$ cat src/rtl/btn_event_arbiter_pkg.sv
// Shared front-panel definitions: debounce default, arbiter state encoding,
// and the round-robin selection helper.
package btn_event_arbiter_pkg;

  localparam int DB_CYCLES_DEF = 2500;
  localparam int MAX_BTN       = 8;

  typedef enum logic {
    ST_IDLE  = 1'b0,
    ST_OFFER = 1'b1
  } arb_state_t;

  // First set bit of pend searching upward from ptr, wrapping at n channels.
  function automatic logic [2:0] rr_pick(input logic [MAX_BTN-1:0] pend,
                                         input logic [2:0] ptr,
                                         input int n);
    logic [2:0] pick;
    logic       found;
    int         idx;
    pick  = '0;
    found = 1'b0;
    for (int k = 0; k < MAX_BTN; k++) begin
      idx = (int'(ptr) + k) % n;
      if (k < n && !found && pend[idx]) begin
        pick  = 3'(idx);
        found = 1'b1;
      end
    end
    return pick;
  endfunction

endpackage

$ cat src/rtl/btn_event_arbiter_qualify.sv
// Single-channel debounce: counts consecutive high samples and emits one
// press strobe per continuous high period of at least DB_CYCLES cycles.
module btn_qualify #(
  parameter int DB_CYCLES = 2500,
  parameter int CNT_W     = 12
) (
  input  logic clk,
  input  logic nrst,
  input  logic btn_raw,
  output logic press
);

  logic [CNT_W-1:0] cnt;

  always_ff @(posedge clk) begin
    if (!nrst || !btn_raw) begin
      cnt <= '0;
    end else if (cnt != CNT_W'(DB_CYCLES)) begin
      cnt <= cnt + 1'b1;
    end
  end

  // Saturation at DB_CYCLES keeps a held button from re-firing.
  assign press = btn_raw && (cnt == CNT_W'(DB_CYCLES - 1));

endmodule

$ cat src/rtl/btn_event_arbiter.sv
// Front-panel controller: debounced presses become pending events, offered
// round-robin on a single valid/ready port.
module btn_event_arbiter
  import btn_event_arbiter_pkg::*;
#(
  parameter int N_BTN     = 4,
  parameter int DB_CYCLES = DB_CYCLES_DEF,
  parameter int CNT_W     = 12,
  parameter int ID_W      = $clog2(N_BTN)
) (
  input  logic             clk,
  input  logic             nrst,
  input  logic [N_BTN-1:0] btn_raw,
  output logic             evt_valid,
  output logic [ID_W-1:0]  evt_id,
  input  logic             evt_ready,
  output logic [N_BTN-1:0] pending,
  output logic             overrun
);

  // Handshake: an event transfers on a cycle where evt_valid and evt_ready
  // are both high; once raised, evt_valid and evt_id hold until that transfer.

  logic [N_BTN-1:0] press;
  logic [N_BTN-1:0] clr;
  logic [N_BTN-1:0] drop;
  logic [ID_W-1:0]  ptr;
  arb_state_t       state;

  for (genvar g = 0; g < N_BTN; g++) begin : g_qual
    btn_qualify #(
      .DB_CYCLES(DB_CYCLES),
      .CNT_W    (CNT_W)
    ) u_qual (
      .clk    (clk),
      .nrst   (nrst),
      .btn_raw(btn_raw[g]),
      .press  (press[g])
    );
  end

  always_comb begin
    clr = '0;
    if (state == ST_OFFER && evt_ready) clr[evt_id] = 1'b1;
    // A press on the channel being accepted this cycle re-arms it cleanly.
    drop = press & pending & ~clr;
  end

  always_ff @(posedge clk) begin
    if (!nrst) begin
      pending <= '0;
      overrun <= 1'b0;
    end else begin
      pending <= (pending & ~clr) | press;
      overrun <= |drop;
    end
  end

  always_ff @(posedge clk) begin
    if (!nrst) begin
      state     <= ST_IDLE;
      evt_valid <= 1'b0;
      evt_id    <= '0;
      ptr       <= '0;
    end else begin
      case (state)
        ST_IDLE: begin
          if (|pending) begin
            evt_id    <= ID_W'(rr_pick(MAX_BTN'(pending), 3'(ptr), N_BTN));
            evt_valid <= 1'b1;
            state     <= ST_OFFER;
          end
        end
        ST_OFFER: begin
          if (evt_ready) begin
            ptr       <= (evt_id == ID_W'(N_BTN - 1)) ? '0 : evt_id + 1'b1;
            evt_valid <= 1'b0;
            state     <= ST_IDLE;
          end
        end
        default: begin
          state     <= ST_IDLE;
          evt_valid <= 1'b0;
        end
      endcase
    end
  end

endmodule

$ cat config.mk
export PLATFORM = sky130hd
export DESIGN_NAME = btn_event_arbiter
export DESIGN_NICKNAME = d
export VERILOG_FILES = /design/src/rtl/btn_event_arbiter_pkg.sv /design/src/rtl/btn_event_arbiter_qualify.sv /design/src/rtl/btn_event_arbiter.sv
export SDC_FILE = /design/constraint.sdc
export NUM_CORES = 1
export LEC_CHECK = 0
export ABC_CLOCK_PERIOD_IN_PS = 1850
export CAP_MARGIN = 0
export CORE_MARGIN = 1.5
export CORE_UTILIZATION = 59
export CTS_CLUSTER_SIZE = 16
export DETAILED_ROUTE_END_ITERATION = 12
export PLACE_DENSITY_LB_ADDON = 0.25
export SLEW_MARGIN = 20
export SYNTH_ARGS = -nofsm -noshare
export SYNTH_HDL_FRONTEND = slang
export SYNTH_SLANG_ARGS = --single-unit
$ cat constraint.sdc
create_clock -name clk -period 1.85 [get_ports clk]
set_input_delay 0.2775 -clock clk [delete_from_list [all_inputs] [get_ports clk]]
set_output_delay 0.2775 -clock clk [all_outputs]
set_load 0.005 [all_outputs]
Word-level counts from Yosys, hierarchy flattened
Cells that the tools add are included.
Widths: inputs -> output; s select.
{ "classes": {"order_cmp": 6, "addsub": 8, "eq_ne": 11, "reduce_logical": 29, "bitwise_logic": 9, "n_mux": 37} }
{ "op_table": {"columns": ["cell", "n"], "rows": [
  ["$add 12x1->12 const B", 4],
  ["$eq 12x12->1 const B", 4],
  ["$ne 12x12->1 const B", 4],
  ["$mux 1", 24],
  ["$lt 3x5->1 const B", 3],
  ["$and 4x4->4", 3],
  ["$mux 2", 5],
  ["$bmux 1 s3", 3],
  ["$logic_and 1x1->1", 9],
  ["$logic_not 1->1", 8],
  ["$reduce_or 4->1", 2],
  ["$reduce_and 2->1", 3],
  ["$reduce_or 2->1", 3],
  ["$add 2x1->2 const B", 2],
  ["$add 2x2->2 const B", 2],
  ["$logic_or 1x1->1", 4],
  ["$lt 2x4->1 const B", 1],
  ["$mux 4", 1],
  ["$ne 2x2->1 const B", 2],
  ["$not 4->4", 1],
  ["$or 4x4->4", 1],
  ["$pmux 1 s2", 2],
  ["$and 1x1->1 const A", 3],
  ["$lt 2x3->1 const B", 1],
  ["other kinds (5)", 5]
]} }
{ "totals": {"elab_cells": 110, "in_bits": 7, "out_inout_bits": 8, "ff_bits": 59} }

Longest topological paths before layout
Gate-level depths: netlist of run 1.
{ "depth": {"word_depth": 21, "mapped_depth": 7, "mapped_depth_nobuf": 6} }

Hierarchy
From an unflattened synthesis of run 1, not the netlist that was laid out.
{ "hier_totals": {"hier_cells": 350, "hier_area_um2": 3040.4} }
{ "modules_own_cells": {"columns": ["mod", "area_each_um2", "cells_each", "instances", "seq_area_each_um2"], "rows": [
  ["btn_qualify", 621.8, 71, 4, 240.2],
  ["btn_event_arbiter", 553.0, 66, 1, 220.2]
]} }

Worst setup path before layout of run 1
No wires, ideal clock.
{ "synth_timing": {"path_type": "register -> register", "startpoint": "register g_qual[3].u_qual.cnt[5]", "endpoint": "register overrun", "arrival_ns": 1.632, "path_buffers": 0, "period_less_slack_ns": 1.690, "path_stages_with_launch": 5, "path_slack_ns": 0.160, "t_required_ns": 1.792, "cell_sequence": "dfxtp_1 or4_4 or4_1 o22ai_2 o21a_1"} }
{ "synth_via": {"elab_chain_cells": 5} }
{ "synth_rtl": {"columns": ["element", "line", "text"], "rows": [
  ["start: declaration", "btn_event_arbiter_qualify.sv:13", "logic [CNT_W-1:0] cnt;"],
  ["start signal: assignment", "btn_event_arbiter_qualify.sv:19", "cnt <= cnt + 1'b1;"],
  ["$eq 12x12->1", "btn_event_arbiter_qualify.sv:24", "assign press = btn_raw && (cnt == CNT_W'(DB_CYCLES - 1));"],
  ["$logic_and 1x1->1", "btn_event_arbiter_qualify.sv:24", null],
  ["$and 4x4->4 (2 in a row)", "btn_event_arbiter.sv:46", "drop = press & pending & ~clr;"],
  ["$reduce_or 4->1", "btn_event_arbiter.sv:55", "overrun <= |drop;"],
  ["end signal: assignment", "btn_event_arbiter.sv:55", null],
  ["end: declaration", "btn_event_arbiter.sv:18", "output logic overrun"]
]} }
No other way between the ends.
A chain may end at the register's enable or synchronous reset.

Final worst setup path of run 1
Ends and elaborated chain as after synthesis.

==> out/metrics.cfg, run 1 <==
[min_path]
hold_depth = 2
hold_end = g_qual[3].u_qual.cnt[5]$_SDFFE_PP0P_
worst_hold_path_type = reg -> reg
worstHoldStart = g_qual[3].u_qual.cnt[5]$_SDFFE_PP0P_

[setup_path]
critPathMaxStageDelay_ns = 0.55
critPathMaxFanout = 4
cp_slowest_cell = or4_4
crit_path_end_kind = flop
path_cells = or4_4 -> or4_1 -> o22ai_2 -> o21a_1
critPathKind = reg -> reg
arrival_ns = 2.03
required_ns = 2.13
rr_worst_depth = 4
critPathLaunchType = flop
rr_endpoint = overrun$_SDFF_PN0_
reg2reg_slack_ns = 0.1
r2r_start = g_qual[3].u_qual.cnt[5]$_SDFFE_PP0P_

[finish]
final_cells = 411
postLayoutCoreUtil = 0.6920
layout.nets = 371
num_antenna_cells = 0
syn2layout_area_growth_pct = 13.82
drive_above_1_share = 0.07563

[clocking]
cts-root-buf = clkbuf_8
cts_sinks = 59
cts_setup_buffers = 0
ctsResizeCount = 0
cts.clk_slew.worst_paths_ns = 0.07
cts_made_buffers = 9
cts_tree = done
ctsHoldBuffers = 0
htreeDepth = 3
clk_path_buf_depth = 2
clk_latency_ns = 0.33

[routing]
wl_um = 5160
route.vias.total = 2311
route.detailed.drc = 0
routedWlPerCell_um = 12.55
drtIter0Drc = 114
drt_pass1_iterations = 5
final_antenna_net_count = 0
vias_per_cell = 5.623

[pwr]
p_int_mw = 1.961
p_leak_nw = 1.044
totalPowerFinal_mw = 2.503
p_clk_frac = 0.458
p_sw_frac = 0.2166
comb_power_share = 0.028
vdd_drop_max_mv = 0.6718
power.density_nw_per_um2 = 771.0
seq_power_share = 0.514
netSwitchingPower_uw = 542.1

[placement]
dp.cells = 395
hpwlAfterDp_um = 3642
numPortBuffers = 14
finalWeightedCongestion = 0.8613

[yosys]
syn_inst = 332
yosysWarnings = 0
avgSynthCellArea_um2 = 8.593
ys_ff_latch = 59
syn_area_um2 = 2853
syn_nets = 351
yosysSeqAreaShare = 0.4140
synth_cell_types = 38

[timing]
hold_viol_final = 0
final_max_slew_viol_count = 0
fin_worst_skew_ns = 0.008551
finalCritPeriodShare = 0.9460
report.final.setup_viol = 0
fin_setup_tns_ns = 0
period_needed_ns = 1.750
worstMarginPinSlew_ns = 0.4382
fmax_mhz = 571.4
rsz0062_at_grt = false
slew_headroom = 0.7052

[grt]
grt_max_degree = 13
antenna_found_initial = 0
grt_pass1_wl_um = 8990
grt_pass1_vias = 2078
overflow = 0
grtUsageTotal = 0.2175

[floorplanning]
dieHeight_um = 72.54
ioPinCount = 15
core_area_um2 = 4692
start_util = 0.6080
die_w_um = 72.54
num_rows = 25
die_area_um2 = 5261

[status]
status = completed

[flow_run]
drv_cap = 0

[through the flow]
stage               worst slack, ns  instance area (um^2)  hold slack, ns
floorplan                    0.1599                  2853          0.4313
global placement             0.1245                  3053          0.4853
detailed placement           0.1194                  3053          0.4959
CTS                         0.09480                  3247          0.5065
global route                0.01794                  3247          0.5409
finish                      0.09999                  3247          0.5132
[layout by cell type (no fill, tap or decap), drive strengths merged, types with 14 or more instances in the layout]
cell | netlist | layout
nor2 | 40 | 40
clkdlybuf4s50 | 0 | 14
nand2 | 32 | 32
a21oi | 15 | 15
xnor2 | 19 | 19
dfxtp | 59 | 59
nor3 | 23 | 23
inv | 18 | 18
nand3 | 19 | 19
[layer usage]
| metal | GRT usage | vias up | wire (um) |
|---|---|---|---|
| met5 | 0 | - | 0 |
| met4 | 0.08805 | 0 | 53 |
| met3 | 0.05833 | 6 | 198 |
| met2 | 0.3374 | 44 | 2298 |
| met1 | 0.2876 | 1076 | 2610 |
| li1 | - | 1185 | - |
[worst max path at each step]
stage	startpoint	end	slack [ns]	depth (start not counted)
floorplan	g_qual[3].u_qual.cnt[5]$_SDFFE_PP0P_	overrun$_SDFF_PN0_	0.16	4
global placement	g_qual[3].u_qual.cnt[5]$_SDFFE_PP0P_	overrun$_SDFF_PN0_	0.12	4
detailed placement	g_qual[3].u_qual.cnt[5]$_SDFFE_PP0P_	overrun$_SDFF_PN0_	0.12	4
CTS	g_qual[3].u_qual.cnt[5]$_SDFFE_PP0P_	overrun$_SDFF_PN0_	0.09	4
global route	g_qual[3].u_qual.cnt[5]$_SDFFE_PP0P_	g_qual[3].u_qual.cnt[1]$_SDFFE_PP0P_	0.02	4
finish	g_qual[3].u_qual.cnt[5]$_SDFFE_PP0P_	overrun$_SDFF_PN0_	0.1	4
[Yosys cell counts, drive strengths merged]
library cell,n,area share
o21a,3,0.0079
nor4b,1,0.0031
and2,2,0.0044
o21ai,6,0.011
nand2b,3,0.0066
inv,18,0.024
nand4,8,0.018
o22ai,2,0.0066
dfxtp,59,0.41
or4,4,0.013
or3b,1,0.0031
and4,3,0.0092
xor2,12,0.037
nand4b,2,0.0061
nor4,8,0.033
nand3,19,0.033
nor2,40,0.053
clkbuf,8,0.011
nand3b,4,0.011
o221ai,1,0.0031
or4b,1,0.0048
ha,12,0.053
a21boi,6,0.016
and3b,1,0.0031
nor2b,2,0.0044
mux2i,5,0.018
nor3,23,0.040
nand2,32,0.042
xnor2,19,0.058
or3,10,0.022
nor3b,1,0.0026
a21oi,15,0.026
and4b,1,0.0035
[worst max-delay path, delay by kind of cell, from the launching register on]
kind | cells | cell delay (ns)
flip-flops | 1 | 0.33
AO/OA/AOI/OAI | 2 | 0.27
AND/OR/NAND/NOR | 2 | 1.10
[sequential cells by signal, indices dropped and copies added, names as in the netlist]
name	cells
g_qual.u_qual.cnt	48
ptr	2
evt_valid	1
state	1
evt_id	2
overrun	1
pending	4
[power by group through the flow]
stage          combinational [mW]  clock [mW]  sequential (mW)
2_1_floorplan              0.0431           0             1.31
4_1_cts                    0.0722        1.17             1.29
5_1_grt                    0.0803        1.22             1.29
3_3_place_gp               0.0702           0             1.31
6_report                   0.0712        1.15             1.29
3_5_place_dp               0.0718           0             1.31
[cell type report]
class	count	area [um^2]
clock buffer	11	141.4
clock inverter	5	52.55
fill	374	1445
inverter	18	67.56
multi-input combinational	247	1574
sequential	59	1181
tap	54	67.56
timing repair buffer	17	162.7
[cells by family after synthesis]
family,after synthesis,share of synthesized area
DFF,59,0.4140
buffers and inverters,26,0.03421
AOI/OAI and AO/OA,33,0.07017
and+or+nand+nor,166,0.3162
xor gates and xnor gates,31,0.09518
muxes,5,0.01754
adders and majority gates,12,0.05263
Power figures use the tool's default switching activity.
==> inputs of run 2 (changes only) <==
--- a/config.mk
+++ b/config.mk
@@ -6,9 +6,11 @@
 export NUM_CORES = 1
 export LEC_CHECK = 0
 export ABC_CLOCK_PERIOD_IN_PS = 1850
-export CAP_MARGIN = 0
+export CAP_MARGIN = 5
+export CELL_PAD_IN_SITES_DETAIL_PLACEMENT = 0
+export CELL_PAD_IN_SITES_GLOBAL_PLACEMENT = 1
 export CORE_MARGIN = 1.5
-export CORE_UTILIZATION = 59
+export CORE_UTILIZATION = 45
 export CTS_CLUSTER_SIZE = 16
 export DETAILED_ROUTE_END_ITERATION = 12
 export PLACE_DENSITY_LB_ADDON = 0.25
==> out/metrics.cfg, run 2 (synthesis results as in run 1) <==
[clocking]
clk_path_buf_depth = 2  ; unchanged
cts.clk_slew.worst_paths_ns = 0.07  ; about the same
ctsResizeCount = 0  ; unchanged
cts-root-buf = clkbuf_8  ; unchanged
clk_latency_ns = 0.34  ; was 0.33 ns
cts_tree = done  ; unchanged
ctsHoldBuffers = 0  ; unchanged
cts_made_buffers = 9  ; unchanged
cts_sinks = 59  ; unchanged
htreeDepth = 3  ; unchanged
cts_setup_buffers = 0  ; unchanged

[grt]
globalRouteMet2Util = 0.2642  ; was 0.3374
grt_pass1_wl_um = 9225  ; was 8990 um
grt.met1_usage = 0.2401  ; was 0.2876
use_met3 = 0.04286  ; was 0.05833
grtUsageTotal = 0.1797  ; was 0.2175
grt_max_degree = 13  ; unchanged
overflow = 0  ; unchanged
grt.busiest_layer = met2  ; unchanged
grt_pass1_vias = 2079  ; was 2078
antenna_found_initial = 0  ; unchanged

[setup_path]
cp_slowest_cell = or4_1  ; was or4_4
required_ns = 2.14  ; was 2.13 ns
crit_path_end_kind = flop  ; unchanged
reg2reg_slack_ns = 0.09  ; was 0.1 ns
critPathLaunchType = flop  ; unchanged
path_cells = or4_4 -> or4_1 -> o22ai_2 -> o21a_1  ; unchanged
critPathKind = reg -> reg  ; unchanged
critPathMaxStageDelay_ns = 0.56  ; was 0.55 ns
path_buf_inv = 0  ; unchanged
critPathMaxFanout = 4  ; unchanged
arrival_ns = 2.05  ; was 2.03 ns
crit_family = simple AND/OR/NAND/NOR gates  ; unchanged

[timing]
report.final.setup_viol = 0  ; unchanged
period_needed_ns = 1.762  ; was 1.750 ns
hold_viol_final = 0  ; unchanged
hold_slack_ns = 0.5053  ; was 0.5132 ns
worstMarginPinSlew_ns = 0.4391  ; was 0.4382 ns
final_max_slew_viol_count = 0  ; unchanged
setup_slack_ns = 0.08755  ; was 0.09999 ns
fmax_mhz = 567.4  ; was 571.4 MHz
slew_headroom = 0.7050  ; was 0.7052
fin_setup_tns_ns = 0  ; unchanged
fin_worst_skew_ns = 0.008231  ; was 0.008551 ns
rsz0062_at_grt = false  ; unchanged
finalCritPeriodShare = 0.9527  ; was 0.9460

[routing]
wl_um = 5321  ; was 5160 um
drtIter0Drc = 98  ; was 114
drt_pass1_iterations = 4  ; was 5
vias_per_cell = 5.288  ; was 5.623
routedWlPerCell_um = 12.18  ; was 12.55 um
route.vias.total = 2311  ; unchanged
final_antenna_net_count = 0  ; unchanged
route.detailed.drc = 0  ; unchanged

[pwr]
p_int_mw = 2.142  ; was 1.961 mW
p_leak_nw = 1.083  ; was 1.044 nW
netSwitchingPower_uw = 538.5  ; was 542.1 uW
seq_power_share = 0.480  ; was 0.514
totalPowerFinal_mw = 2.680  ; was 2.503 mW
p_sw_frac = 0.2009  ; was 0.2166
comb_power_share = 0.028  ; about the same
vdd_drop_max_mv = 0.4555  ; was 0.6718 mV
power.density_nw_per_um2 = 801.4  ; was 771.0 nW/um^2
p_clk_frac = 0.492  ; was 0.458

[floorplanning]
die_w_um = 82.62  ; was 72.54 um
ioPinCount = 15  ; unchanged
dieHeight_um = 82.62  ; was 72.54 um
start_util = 0.4734  ; was 0.6080
die_area_um2 = 6826  ; was 5261 um^2
core_area_um2 = 6026  ; was 4692 um^2
num_rows = 28  ; was 25

[placement]
finalWeightedCongestion = 0.8038  ; was 0.8613
postPlaceCellArea_um2 = 3117  ; was 3053 um^2
dp_slack_ns = 0.1063  ; was 0.1194 ns
numPortBuffers = 14  ; unchanged
hpwlAfterDp_um = 3810  ; was 3642 um
dp.cells = 421  ; was 395

[finish]
postLayoutCoreUtil = 0.5550  ; was 0.6920
syn2layout_area_growth_pct = 17.24  ; was 13.82%
layout.nets = 376  ; was 371
final_common_cell = dfxtp_1  ; unchanged
largest_reg_flops = 48  ; unchanged
top_regs = g_qual.u_qual.cnt x48, pending x4  ; unchanged
mostFrequentLayoutCells = 59 x dfxtp_1, 40 x nor2_1, 32 x nand2_1  ; unchanged
fin_area_um2 = 3344  ; was 3247 um^2
drive_above_1_share = 0.08840  ; was 0.07563
largest_register = g_qual.u_qual.cnt  ; unchanged
final_cells = 437  ; was 411
num_antenna_cells = 0  ; unchanged

[min_path]
worst_hold_path_type = reg -> reg  ; unchanged

[status]
status = completed  ; unchanged

[flow_run]
drv_cap = 0  ; unchanged

-- run 2: cell types whose count changed in the layout (fill, tap and decap cells not counted), sizes merged --
cell	before	now
clkbuf	11	12
bufinv	1	2
clkinv	3	1
buf	3	8
-- run 2: final timing paths --
kind,startpoint,end,cells past startpoint
max reg2reg,g_qual[3].u_qual.cnt[5]$_SDFFE_PP0P_,overrun$_SDFF_PN0_,4
min,g_qual[0].u_qual.cnt[6]$_SDFFE_PP0P_,g_qual[0].u_qual.cnt[6]$_SDFFE_PP0P_,2
min reg2reg,g_qual[0].u_qual.cnt[6]$_SDFFE_PP0P_,g_qual[0].u_qual.cnt[6]$_SDFFE_PP0P_,2
max,g_qual[3].u_qual.cnt[5]$_SDFFE_PP0P_,overrun$_SDFF_PN0_,4
-- run 2: tightest hold or removal path: cells and delay by family, from the launching register on --
kind | cells | cell delay (ns)
compound gates | 2 | 0.14
flops | 1 | 0.32
-- run 2: power by group through the flow --
stage / sequential, mW / combinational (mW) / clock (mW)
after global routing: 1.29 / 0.0849 / 1.40
after detailed placement: 1.32 / 0.0756 / 0
after floorplan: 1.31 / 0.0431 / 0
after CTS: 1.29 / 0.0759 / 1.35
final: 1.29 / 0.0748 / 1.32
after global placement: 1.31 / 0.0748 / 0
-- run 2: area by class of cell --
class	count	area, um^2
repair buffers	22	200.2
multi-input cells	247	1574
clock buffers	12	155.1
fillers	566	2681
well taps	75	93.84
clock inverters	4	72.57
flip-flops and latches	59	1181
inverters	18	67.56
-- run 2: layer usage --
| layer | up-vias | wire length (um) |
|---|---|---|
| met2 | 32 | 2212 |
| met4 | 0 | 114 |
| met3 | 12 | 141 |
| met5 | - | 0 |
| met1 | 1066 | 2851 |
| li1 | 1201 | - |
